==> src/rtl/pkt_queue_dma_wr_if.sv <==
// -----------------------------------------------------------------------------
// pkt_queue_dma_wr_if
// Bundles every non-clock/reset signal of pkt_queue_dma_wr.
//   Flit stream in     : pkt_buf_data {data, sop, eop}, pkt_buf_valid/ready
//   Metadata in        : meta_buf_data {dsc_queue_id, pkt_queue_id, size},
//                        meta_buf_valid/ready
//   Head pointer write : head_wr_en, head_wr_queue, head_wr_value
//   DMA write out      : dma_wr_data/queue/offset/sop/eop, dma_wr_valid/ready
//   Descriptor out     : dsc_valid/ready, dsc_app_queue, dsc_pkt_queue,
//                        dsc_tail, dsc_size
//   Status             : drop_cnt, size_err
// Flit layout  : [DATA_W+1:2] data, [1] sop, [0] eop.
// Meta layout  : [META_W-1 -: APP_IDX_WIDTH] dsc_queue_id,
//                [SIZE_W +: PQ_ID_W] pkt_queue_id, [SIZE_W-1:0] size.
// Modport slave is the DUT side, master is the environment side.
// -----------------------------------------------------------------------------
interface pkt_queue_dma_wr_if #(
    parameter int NB_PKT_QUEUES = 16,
    parameter int RB_AW         = 10,
    parameter int DATA_W        = 512,
    parameter int APP_IDX_WIDTH = 8,
    parameter int PQ_ID_W       = 8,
    parameter int SIZE_W        = 16
);
    localparam int QW     = $clog2(NB_PKT_QUEUES);
    localparam int FLIT_W = DATA_W + 2;
    localparam int META_W = APP_IDX_WIDTH + PQ_ID_W + SIZE_W;

    logic [FLIT_W-1:0]        pkt_buf_data;
    logic                     pkt_buf_valid;
    logic                     pkt_buf_ready;
    logic [META_W-1:0]        meta_buf_data;
    logic                     meta_buf_valid;
    logic                     meta_buf_ready;
    logic                     head_wr_en;
    logic [QW-1:0]            head_wr_queue;
    logic [RB_AW-1:0]         head_wr_value;
    logic [DATA_W-1:0]        dma_wr_data;
    logic [QW-1:0]            dma_wr_queue;
    logic [RB_AW-1:0]         dma_wr_offset;
    logic                     dma_wr_sop;
    logic                     dma_wr_eop;
    logic                     dma_wr_valid;
    logic                     dma_wr_ready;
    logic                     dsc_valid;
    logic                     dsc_ready;
    logic [APP_IDX_WIDTH-1:0] dsc_app_queue;
    logic [QW-1:0]            dsc_pkt_queue;
    logic [RB_AW-1:0]         dsc_tail;
    logic [SIZE_W-1:0]        dsc_size;
    logic [31:0]              drop_cnt;
    logic                     size_err;

    modport slave (
        input  pkt_buf_data, pkt_buf_valid,
        output pkt_buf_ready,
        input  meta_buf_data, meta_buf_valid,
        output meta_buf_ready,
        input  head_wr_en, head_wr_queue, head_wr_value,
        output dma_wr_data, dma_wr_queue, dma_wr_offset, dma_wr_sop, dma_wr_eop,
        output dma_wr_valid,
        input  dma_wr_ready,
        output dsc_valid,
        input  dsc_ready,
        output dsc_app_queue, dsc_pkt_queue, dsc_tail, dsc_size,
        output drop_cnt, size_err
    );

    modport master (
        output pkt_buf_data, pkt_buf_valid,
        input  pkt_buf_ready,
        output meta_buf_data, meta_buf_valid,
        input  meta_buf_ready,
        output head_wr_en, head_wr_queue, head_wr_value,
        input  dma_wr_data, dma_wr_queue, dma_wr_offset, dma_wr_sop, dma_wr_eop,
        input  dma_wr_valid,
        output dma_wr_ready,
        input  dsc_valid,
        output dsc_ready,
        input  dsc_app_queue, dsc_pkt_queue, dsc_tail, dsc_size,
        input  drop_cnt, size_err
    );
endinterface

==> src/rtl/pkt_queue_dma_wr.sv <==
// -----------------------------------------------------------------------------
// pkt_queue_dma_wr
// Writes packets into per-queue host ring buffers. For each metadata entry the
// free space of the target ring is checked; the packet's flits are either
// forwarded as DMA writes (tagged with queue and ring offset) followed by one
// descriptor, or consumed and dropped as a whole.
// Ports:
//   clk  - clock
//   rst  - asynchronous, active-high reset
//   bus  - pkt_queue_dma_wr_if.slave: flit/metadata inputs, head pointer
//          writes, DMA write output, descriptor output, drop_cnt, size_err
// -----------------------------------------------------------------------------
module pkt_queue_dma_wr #(
    parameter int NB_PKT_QUEUES = 16,
    parameter int RB_SIZE       = 1024,
    parameter int RB_AW         = 10,
    parameter int DATA_W        = 512,
    parameter int APP_IDX_WIDTH = 8,
    parameter int PQ_ID_W       = 8,
    parameter int SIZE_W        = 16
) (
    input logic               clk,
    input logic               rst,
    pkt_queue_dma_wr_if.slave bus
);
    localparam int QW     = $clog2(NB_PKT_QUEUES);
    localparam int FLIT_W = DATA_W + 2;
    localparam int META_W = APP_IDX_WIDTH + PQ_ID_W + SIZE_W;

    typedef enum logic [2:0] {
        IDLE,
        CHECK,
        XFER,
        DSC,
        DROP
    } state_t;

    // Occupancy: one slot is kept empty so head==tail means an empty ring.
    function automatic logic [RB_AW-1:0] free_space(input logic [RB_AW-1:0] head,
                                                    input logic [RB_AW-1:0] tail);
        return head - tail - RB_AW'(1);
    endfunction

    function automatic logic [RB_AW-1:0] ring_inc(input logic [RB_AW-1:0] off);
        return (off == RB_AW'(RB_SIZE - 1)) ? '0 : off + RB_AW'(1);
    endfunction

    function automatic logic [31:0] sat_inc32(input logic [31:0] v);
        return (v == 32'hFFFF_FFFF) ? v : v + 32'd1;
    endfunction

    state_t state, state_nxt;

    logic [RB_AW-1:0] head_mem [NB_PKT_QUEUES];
    logic [RB_AW-1:0] tail_mem [NB_PKT_QUEUES];

    logic [APP_IDX_WIDTH-1:0] app_q_p0;
    logic [QW-1:0]            pq_p0;
    logic [SIZE_W-1:0]        size_p0;

    logic [RB_AW-1:0]  off_p1;
    logic [SIZE_W-1:0] cnt_p1;

    logic [31:0] drop_cnt_r;
    logic        size_err_r;

    logic [DATA_W-1:0]        flit_data;
    logic                     flit_sop;
    logic                     flit_eop;
    logic [SIZE_W-1:0]        meta_size;
    logic [QW-1:0]            meta_pq;
    logic [APP_IDX_WIDTH-1:0] meta_app;
    logic                     unused_meta_bits;

    logic             meta_rdy;
    logic             pkt_rdy;
    logic             wr_vld;
    logic             dsc_vld;
    logic             meta_hs;
    logic             xfer_hs;
    logic             drop_hs;
    logic [RB_AW-1:0] free_now;
    logic             fit;

    assign flit_data = bus.pkt_buf_data[FLIT_W-1:2];
    assign flit_sop  = bus.pkt_buf_data[1];
    assign flit_eop  = bus.pkt_buf_data[0];

    assign meta_size = bus.meta_buf_data[SIZE_W-1:0];
    assign meta_pq   = bus.meta_buf_data[SIZE_W +: QW];
    assign meta_app  = bus.meta_buf_data[META_W-1 -: APP_IDX_WIDTH];
    // Upper pkt_queue_id bits above QW select nothing.
    assign unused_meta_bits = ^bus.meta_buf_data[SIZE_W+QW +: PQ_ID_W-QW];

    // Head reads here see the value before any same-cycle head write, which
    // can only understate the free space.
    assign free_now = free_space(head_mem[pq_p0], tail_mem[pq_p0]);
    assign fit      = (size_p0 != '0) && (32'(size_p0) <= 32'(free_now));

    always_comb begin
        state_nxt = state;
        meta_rdy  = 1'b0;
        pkt_rdy   = 1'b0;
        wr_vld    = 1'b0;
        dsc_vld   = 1'b0;
        case (state)
            IDLE: begin
                // Gated by rst so no ready is visible while reset is held.
                meta_rdy = !rst;
                if (bus.meta_buf_valid && !rst) begin
                    state_nxt = CHECK;
                end
            end
            CHECK: begin
                state_nxt = fit ? XFER : DROP;
            end
            XFER: begin
                wr_vld  = bus.pkt_buf_valid;
                pkt_rdy = bus.dma_wr_ready;
                if (bus.pkt_buf_valid && bus.dma_wr_ready && flit_eop) begin
                    state_nxt = DSC;
                end
            end
            DSC: begin
                dsc_vld = 1'b1;
                if (bus.dsc_ready) begin
                    state_nxt = IDLE;
                end
            end
            DROP: begin
                pkt_rdy = 1'b1;
                if (bus.pkt_buf_valid && flit_eop) begin
                    state_nxt = IDLE;
                end
            end
            default: begin
                state_nxt = IDLE;
            end
        endcase
    end

    assign meta_hs = meta_rdy && bus.meta_buf_valid;
    assign xfer_hs = (state == XFER) && bus.pkt_buf_valid && bus.dma_wr_ready;
    assign drop_hs = (state == DROP) && bus.pkt_buf_valid;

    always_ff @(posedge clk or posedge rst) begin
        if (rst) begin
            state <= IDLE;
        end else begin
            state <= state_nxt;
        end
    end

    always_ff @(posedge clk or posedge rst) begin
        if (rst) begin
            for (int i = 0; i < NB_PKT_QUEUES; i++) begin
                head_mem[i] <= '0;
            end
        end else if (bus.head_wr_en) begin
            head_mem[bus.head_wr_queue] <= bus.head_wr_value;
        end
    end

    always_ff @(posedge clk or posedge rst) begin
        if (rst) begin
            for (int i = 0; i < NB_PKT_QUEUES; i++) begin
                tail_mem[i] <= '0;
            end
        end else if (xfer_hs && flit_eop) begin
            tail_mem[pq_p0] <= ring_inc(off_p1);
        end
    end

    always_ff @(posedge clk or posedge rst) begin
        if (rst) begin
            drop_cnt_r <= '0;
            size_err_r <= 1'b0;
        end else begin
            if (drop_hs && flit_eop) begin
                drop_cnt_r <= sat_inc32(drop_cnt_r);
            end
            // cnt_p1 is the pre-increment count, so >= means the new count
            // exceeds the advertised size.
            if (xfer_hs && (32'(cnt_p1) >= 32'(size_p0))) begin
                size_err_r <= 1'b1;
            end
        end
    end

    // ---- stage p0: metadata capture on the IDLE handshake ----
    always_ff @(posedge clk) begin
        if (meta_hs) begin
            app_q_p0 <= meta_app;
            pq_p0    <= meta_pq;
            size_p0  <= meta_size;
        end
    end

    // ---- stage p1: ring offset and flit count, loaded in CHECK ----
    always_ff @(posedge clk) begin
        if (state == CHECK) begin
            off_p1 <= tail_mem[pq_p0];
            cnt_p1 <= '0;
        end else if (xfer_hs) begin
            off_p1 <= ring_inc(off_p1);
            cnt_p1 <= cnt_p1 + SIZE_W'(1);
        end
    end

    assign bus.meta_buf_ready = meta_rdy;
    assign bus.pkt_buf_ready  = pkt_rdy;

    assign bus.dma_wr_valid  = wr_vld;
    assign bus.dma_wr_data   = flit_data;
    assign bus.dma_wr_sop    = flit_sop;
    assign bus.dma_wr_eop    = flit_eop;
    assign bus.dma_wr_queue  = pq_p0;
    assign bus.dma_wr_offset = off_p1;

    assign bus.dsc_valid     = dsc_vld;
    assign bus.dsc_app_queue = app_q_p0;
    assign bus.dsc_pkt_queue = pq_p0;
    assign bus.dsc_tail      = tail_mem[pq_p0];
    assign bus.dsc_size      = cnt_p1;

    assign bus.drop_cnt = drop_cnt_r;
    assign bus.size_err = size_err_r;

endmodule

==> src/flat_wrapper.sv <==
// flat-port wrapper written by rule: the top's interface ports become plain ports
module pkt_queue_dma_wr_flat 
#(
    parameter int NB_PKT_QUEUES = 16,
    parameter int RB_SIZE       = 1024,
    parameter int RB_AW         = 10,
    parameter int DATA_W        = 512,
    parameter int APP_IDX_WIDTH = 8,
    parameter int PQ_ID_W       = 8,
    parameter int SIZE_W        = 16
)
  (clk, rst, bus_pkt_buf_data, bus_pkt_buf_valid, bus_pkt_buf_ready, bus_meta_buf_data, bus_meta_buf_valid, bus_meta_buf_ready, bus_head_wr_en, bus_head_wr_queue, bus_head_wr_value, bus_dma_wr_data, bus_dma_wr_queue, bus_dma_wr_offset, bus_dma_wr_sop, bus_dma_wr_eop, bus_dma_wr_valid, bus_dma_wr_ready, bus_dsc_valid, bus_dsc_ready, bus_dsc_app_queue, bus_dsc_pkt_queue, bus_dsc_tail, bus_dsc_size, bus_drop_cnt, bus_size_err);
  pkt_queue_dma_wr_if #(.NB_PKT_QUEUES(NB_PKT_QUEUES), .RB_AW(RB_AW), .DATA_W(DATA_W), .APP_IDX_WIDTH(APP_IDX_WIDTH), .PQ_ID_W(PQ_ID_W), .SIZE_W(SIZE_W)) bus_i ();
  input logic clk;
  input logic rst;
  input wire logic [$bits(bus_i.pkt_buf_data)-1:0] bus_pkt_buf_data;
  input wire logic [$bits(bus_i.pkt_buf_valid)-1:0] bus_pkt_buf_valid;
  output wire logic [$bits(bus_i.pkt_buf_ready)-1:0] bus_pkt_buf_ready;
  input wire logic [$bits(bus_i.meta_buf_data)-1:0] bus_meta_buf_data;
  input wire logic [$bits(bus_i.meta_buf_valid)-1:0] bus_meta_buf_valid;
  output wire logic [$bits(bus_i.meta_buf_ready)-1:0] bus_meta_buf_ready;
  input wire logic [$bits(bus_i.head_wr_en)-1:0] bus_head_wr_en;
  input wire logic [$bits(bus_i.head_wr_queue)-1:0] bus_head_wr_queue;
  input wire logic [$bits(bus_i.head_wr_value)-1:0] bus_head_wr_value;
  output wire logic [$bits(bus_i.dma_wr_data)-1:0] bus_dma_wr_data;
  output wire logic [$bits(bus_i.dma_wr_queue)-1:0] bus_dma_wr_queue;
  output wire logic [$bits(bus_i.dma_wr_offset)-1:0] bus_dma_wr_offset;
  output wire logic [$bits(bus_i.dma_wr_sop)-1:0] bus_dma_wr_sop;
  output wire logic [$bits(bus_i.dma_wr_eop)-1:0] bus_dma_wr_eop;
  output wire logic [$bits(bus_i.dma_wr_valid)-1:0] bus_dma_wr_valid;
  input wire logic [$bits(bus_i.dma_wr_ready)-1:0] bus_dma_wr_ready;
  output wire logic [$bits(bus_i.dsc_valid)-1:0] bus_dsc_valid;
  input wire logic [$bits(bus_i.dsc_ready)-1:0] bus_dsc_ready;
  output wire logic [$bits(bus_i.dsc_app_queue)-1:0] bus_dsc_app_queue;
  output wire logic [$bits(bus_i.dsc_pkt_queue)-1:0] bus_dsc_pkt_queue;
  output wire logic [$bits(bus_i.dsc_tail)-1:0] bus_dsc_tail;
  output wire logic [$bits(bus_i.dsc_size)-1:0] bus_dsc_size;
  output wire logic [$bits(bus_i.drop_cnt)-1:0] bus_drop_cnt;
  output wire logic [$bits(bus_i.size_err)-1:0] bus_size_err;
  assign bus_i.pkt_buf_data = bus_pkt_buf_data;
  assign bus_i.pkt_buf_valid = bus_pkt_buf_valid;
  assign bus_pkt_buf_ready = bus_i.pkt_buf_ready;
  assign bus_i.meta_buf_data = bus_meta_buf_data;
  assign bus_i.meta_buf_valid = bus_meta_buf_valid;
  assign bus_meta_buf_ready = bus_i.meta_buf_ready;
  assign bus_i.head_wr_en = bus_head_wr_en;
  assign bus_i.head_wr_queue = bus_head_wr_queue;
  assign bus_i.head_wr_value = bus_head_wr_value;
  assign bus_dma_wr_data = bus_i.dma_wr_data;
  assign bus_dma_wr_queue = bus_i.dma_wr_queue;
  assign bus_dma_wr_offset = bus_i.dma_wr_offset;
  assign bus_dma_wr_sop = bus_i.dma_wr_sop;
  assign bus_dma_wr_eop = bus_i.dma_wr_eop;
  assign bus_dma_wr_valid = bus_i.dma_wr_valid;
  assign bus_i.dma_wr_ready = bus_dma_wr_ready;
  assign bus_dsc_valid = bus_i.dsc_valid;
  assign bus_i.dsc_ready = bus_dsc_ready;
  assign bus_dsc_app_queue = bus_i.dsc_app_queue;
  assign bus_dsc_pkt_queue = bus_i.dsc_pkt_queue;
  assign bus_dsc_tail = bus_i.dsc_tail;
  assign bus_dsc_size = bus_i.dsc_size;
  assign bus_drop_cnt = bus_i.drop_cnt;
  assign bus_size_err = bus_i.size_err;
  pkt_queue_dma_wr #(.NB_PKT_QUEUES(NB_PKT_QUEUES), .RB_SIZE(RB_SIZE), .RB_AW(RB_AW), .DATA_W(DATA_W), .APP_IDX_WIDTH(APP_IDX_WIDTH), .PQ_ID_W(PQ_ID_W), .SIZE_W(SIZE_W)) u_core (.clk(clk), .rst(rst), .bus(bus_i));
endmodule
==> config.mk <==
export PLATFORM = sky130hd
export DESIGN_NAME = pkt_queue_dma_wr_flat
export DESIGN_NICKNAME = d
export VERILOG_FILES = /design/src/rtl/pkt_queue_dma_wr_if.sv /design/src/rtl/pkt_queue_dma_wr.sv /design/src/flat_wrapper.sv
export SDC_FILE = /design/constraint.sdc
export NUM_CORES = 1
export LEC_CHECK = 0
export CORE_AREA = 2 2 456 458
export CTS_BUF_LIST = sky130_fd_sc_hd__clkbuf_4 sky130_fd_sc_hd__clkbuf_8 sky130_fd_sc_hd__clkbuf_16
export CTS_CLUSTER_SIZE = 30
export DETAILED_ROUTE_END_ITERATION = 8
export DIE_AREA = 0 0 458 460
export GPL_TIMING_DRIVEN = 0
export SLEW_MARGIN = 20
export SYNTH_ARGS = -nofsm -noshare
export SYNTH_HDL_FRONTEND = slang
export SYNTH_SLANG_ARGS = --single-unit
==> constraint.sdc <==
create_clock -name clk -period 24 [get_ports clk]
set_clock_uncertainty 0.15 [all_clocks]
set_input_delay 3.6 -clock clk [delete_from_list [all_inputs] [get_ports clk]]
set_output_delay 3.6 -clock clk [all_outputs]
set_load 0.05 [all_outputs]
==> impl_results.md <==
- Status: completed
- TritonCTS buffer count: 42
- Nets: 3253
- Routed length per instance: 37.61 µm
- WL final: 203400 µm
- Sink Count: 410
- DR iter-0 viols: 1505
- Multi-input gate area: 8392 µm²
- Pin count of the biggest net entering global routing: 108
- Setup TNS: 0 ns
- Die X-Extent: 458 µm
- Crit Path Category: primary input to primary output
- Vias per cell: 3.412
- Die height: 460 µm
- Hold EP: u_core.tail_mem[64]$_DFFE_PP0P_
- Final Hold Vio Count: 0
- Hold Path Stages: 2
- Arr. time, crit path: 6.05 ns
- Crit path max fanout: 2
- Maximum operating frequency: 102.0 MHz
- Most common cell in the netlist: buf_4
- Core ar.: 206000 µm²
- Filler cells: 22770
- Main synth FF type: dfrtp_1
- FP Rows: 167
- Vias in the first global route: 18170
- Power, Total: 2391 µW
- CP required: 20.25 ns
- Max cap viols: 0
- CTS tree: done
- First-pass GRT wire length: 240300 µm
- Worst Reg2Reg Path Length in Cells: 20
- Most instantiated cells after synthesis: buf_4 (519), dfrtp_1 (356), mux2_2 (227)
- Initial core utilization: 11.21%
- GRT Util Overall: 18.53%
- Worst vdd ir: 63.62 µV
- Reg clk slew, reported paths: 0.06 ns
- Initial antenna violation count: 184
- R2r setup slk: 17.27 ns
- Gpl congestion: 0.9791
- RSZ-0062 raised after global routing: no
- Synth area leader: dfrtp_1
- Clock tree buffer depth: 3
- Synth top area share: 38.56%
- Area contributors post-synth: dfrtp_1 (39%), buf_4 (17%), mux2_2 (11%), mux4_2 (9.6%), edfxtp_1 (4.9%)
- Startpoint types: primary input
- # hold bufs at CTS: 0
- Yosys reg bits: 410
- Synthesized Nets: 2550
- P_int: 1518 µW
- Clk pwr share: 29.6%
- Worst Hold Class: flop to flop
- Switching share of power: 36.50%
- Final Max Tran Viols: 0
- Detailed placement HPWL: 186400 µm
- Area Growth Syn to Fin: 50.21%
- Synth warnings: 0
- Grt total ovfl: 0
- Boundary pin count: 1170
- Switch Pwr: 872.6 µW
- Buffers on Ports: 652
- Root Buffer: clkbuf_16
- Hold Startpoint: u_core.tail_mem[64]$_DFFE_PP0P_
- Synth Instances: 1944
- Mean Syn Cell Area: 11.88 µm²
- Combinational Power Share: 35.2%
- Period utilization: 40.84%
- Post-CTS resize count: 0
- Post-synth ARST share: 86.83%
- Final setup viols: 0
- Synth unique cells: 65
- DRT Pass-1 Iters: 5
- Post-layout min period: 9.803 ns
- Post-CTS setup buffer count: 0
- Layout cell share with drive strength beyond 1: 37.14%
- Post-DRT Antenna Nets: 0
- Worst Tran Pin Value: 1.150 ns
- Register area: 10370 µm²
- Reg power frac: 35.2%
- Slew margin rel.: 23.09%
- Drt drc: 0
- Full die area: 210700 µm²
- RR Endpoint: u_core.state[1]$_DFFE_PP0P_
- Clock Latency Late Sink: 0.60 ns
- LEAKAGE: 0.01440 µW
- Pwr dens: 68.89 nW/µm²
- H-tree depth: 2
- Post-synthesis sequential area ratio: 44.89%
- Via total after detailed routing: 18450
- CP Capture Type: primary output
- Number of enable flip-flop cells after synthesis: 38
- Cell Area, Synth: 23100 µm²
- Worst flop-to-flop path startpoint: u_core.bus.dma_wr_queue[1]$_DFFE_PP_
-- layout by cell type, fill, tap and decap left out, types with 42 or more instances in the layout --
cell             netlist  routed
nand2_1               75      75
mux4_2                98      98
dfrtp_1              356     356
nor2_1               123     113
mux2_2               227     227
clkdlybuf4s50_1        0     648
clkbuf_16              0      45
clkbuf_1              42      42
buf_4                519     519
a21oi_1               79      79
-- worst max-delay path, cell delays in order --
cell	delay [ns]
clkdlybuf4s50_1	0.71
nor4_1	0.73
clkdlybuf4s50_1	0.99
-- how the worst max path moves through the flow --
| stage | start | endpoint | slack [ns] | depth (start not counted) |
|---|---|---|---|---|
| 3_5_place_dp | rst | bus_meta_buf_ready | 14.23 | 3 |
| 2_1_floorplan | rst | u_core.bus.drop_cnt[0]$_DFFE_PP0P_ | 10.35 | 1 |
| 4_1_cts | rst | bus_meta_buf_ready | 14.21 | 3 |
| 6_report | rst | bus_meta_buf_ready | 14.20 | 3 |
| 3_3_place_gp | rst | u_core.bus.drop_cnt[3]$_DFFE_PP0P_ | 5.53 | 2 |
| 5_1_grt | rst | bus_meta_buf_ready | 14.19 | 3 |
-- logic make-up (layout without fill, tap and decap cells) --
kind of cell,Yosys count,count (layout),share of synthesized area [%]
buffers and inverters,630,1365,18.93
and+or+nand+nor,319,319,7.035
adders and majority gates,39,39,2.145
AOI/OAI and AO/OA,157,157,3.921
other,0,25,0
muxes,328,328,20.76
DFF,410,410,44.89
xor gates and xnor gates,61,61,2.313
-- sequential cells by signal, indices dropped and copies added, names as in the netlist --
signal,flops
u_core.head_mem,160
u_core.bus.dsc_size,16
u_core.bus.dma_wr_queue,4
u_core.bus.drop_cnt,32
u_core.bus.dsc_app_queue,8
u_core.bus.size_err,1
u_core.tail_mem,160
u_core.bus.dma_wr_offset,10
u_core.size_p0,16
u_core.state,3
-- metal layers --
layer  part of all wire, %  track usage [%]  up-vias
met5                  0.38                0        -
li1                      -                -     7654
met1                    36            20.15     9305
met4                   3.3            4.839      128
met2                    40            26.17     1009
met3                    20            16.55      358
-- metrics by stage --
stage               utilization [%]  cells  worst slack (ns)  cell area, µm²  hold WS [ns]
floorplan                         -   1944             10.35           23100        0.2938
global placement              16.02   5300             5.535           33010        0.3079
detailed placement            16.10   5307             14.23           33180        0.3202
CTS                           16.82   5383             14.21           34650        0.3361
global route                  16.83   5395             14.19           34670        0.3528
finish                        16.84   5408             14.20           34700        0.3309
-- power groups by stage --
stage	Sequential [µW]	Clock, µW	Combinational, µW
after CTS	840	723	848
after floorplan	864	0	519
final	841	708	842
after global placement	849	0	836
after detailed placement	853	0	846
after global routing	851	743	884
-- final cells by class --
class                      count  share of cell area [%]
inverter                      37                  0.4219
clock buffer                  62                   3.775
tap                         2704                   9.750
clock inverter                14                  0.4687
timing repair buffer         659                   19.13
buffer                       593                   12.21
multi-input combinational    904                   24.18
antenna                       25                  0.1803
sequential                   410                   29.88
(Power assumes the default switching activity.)
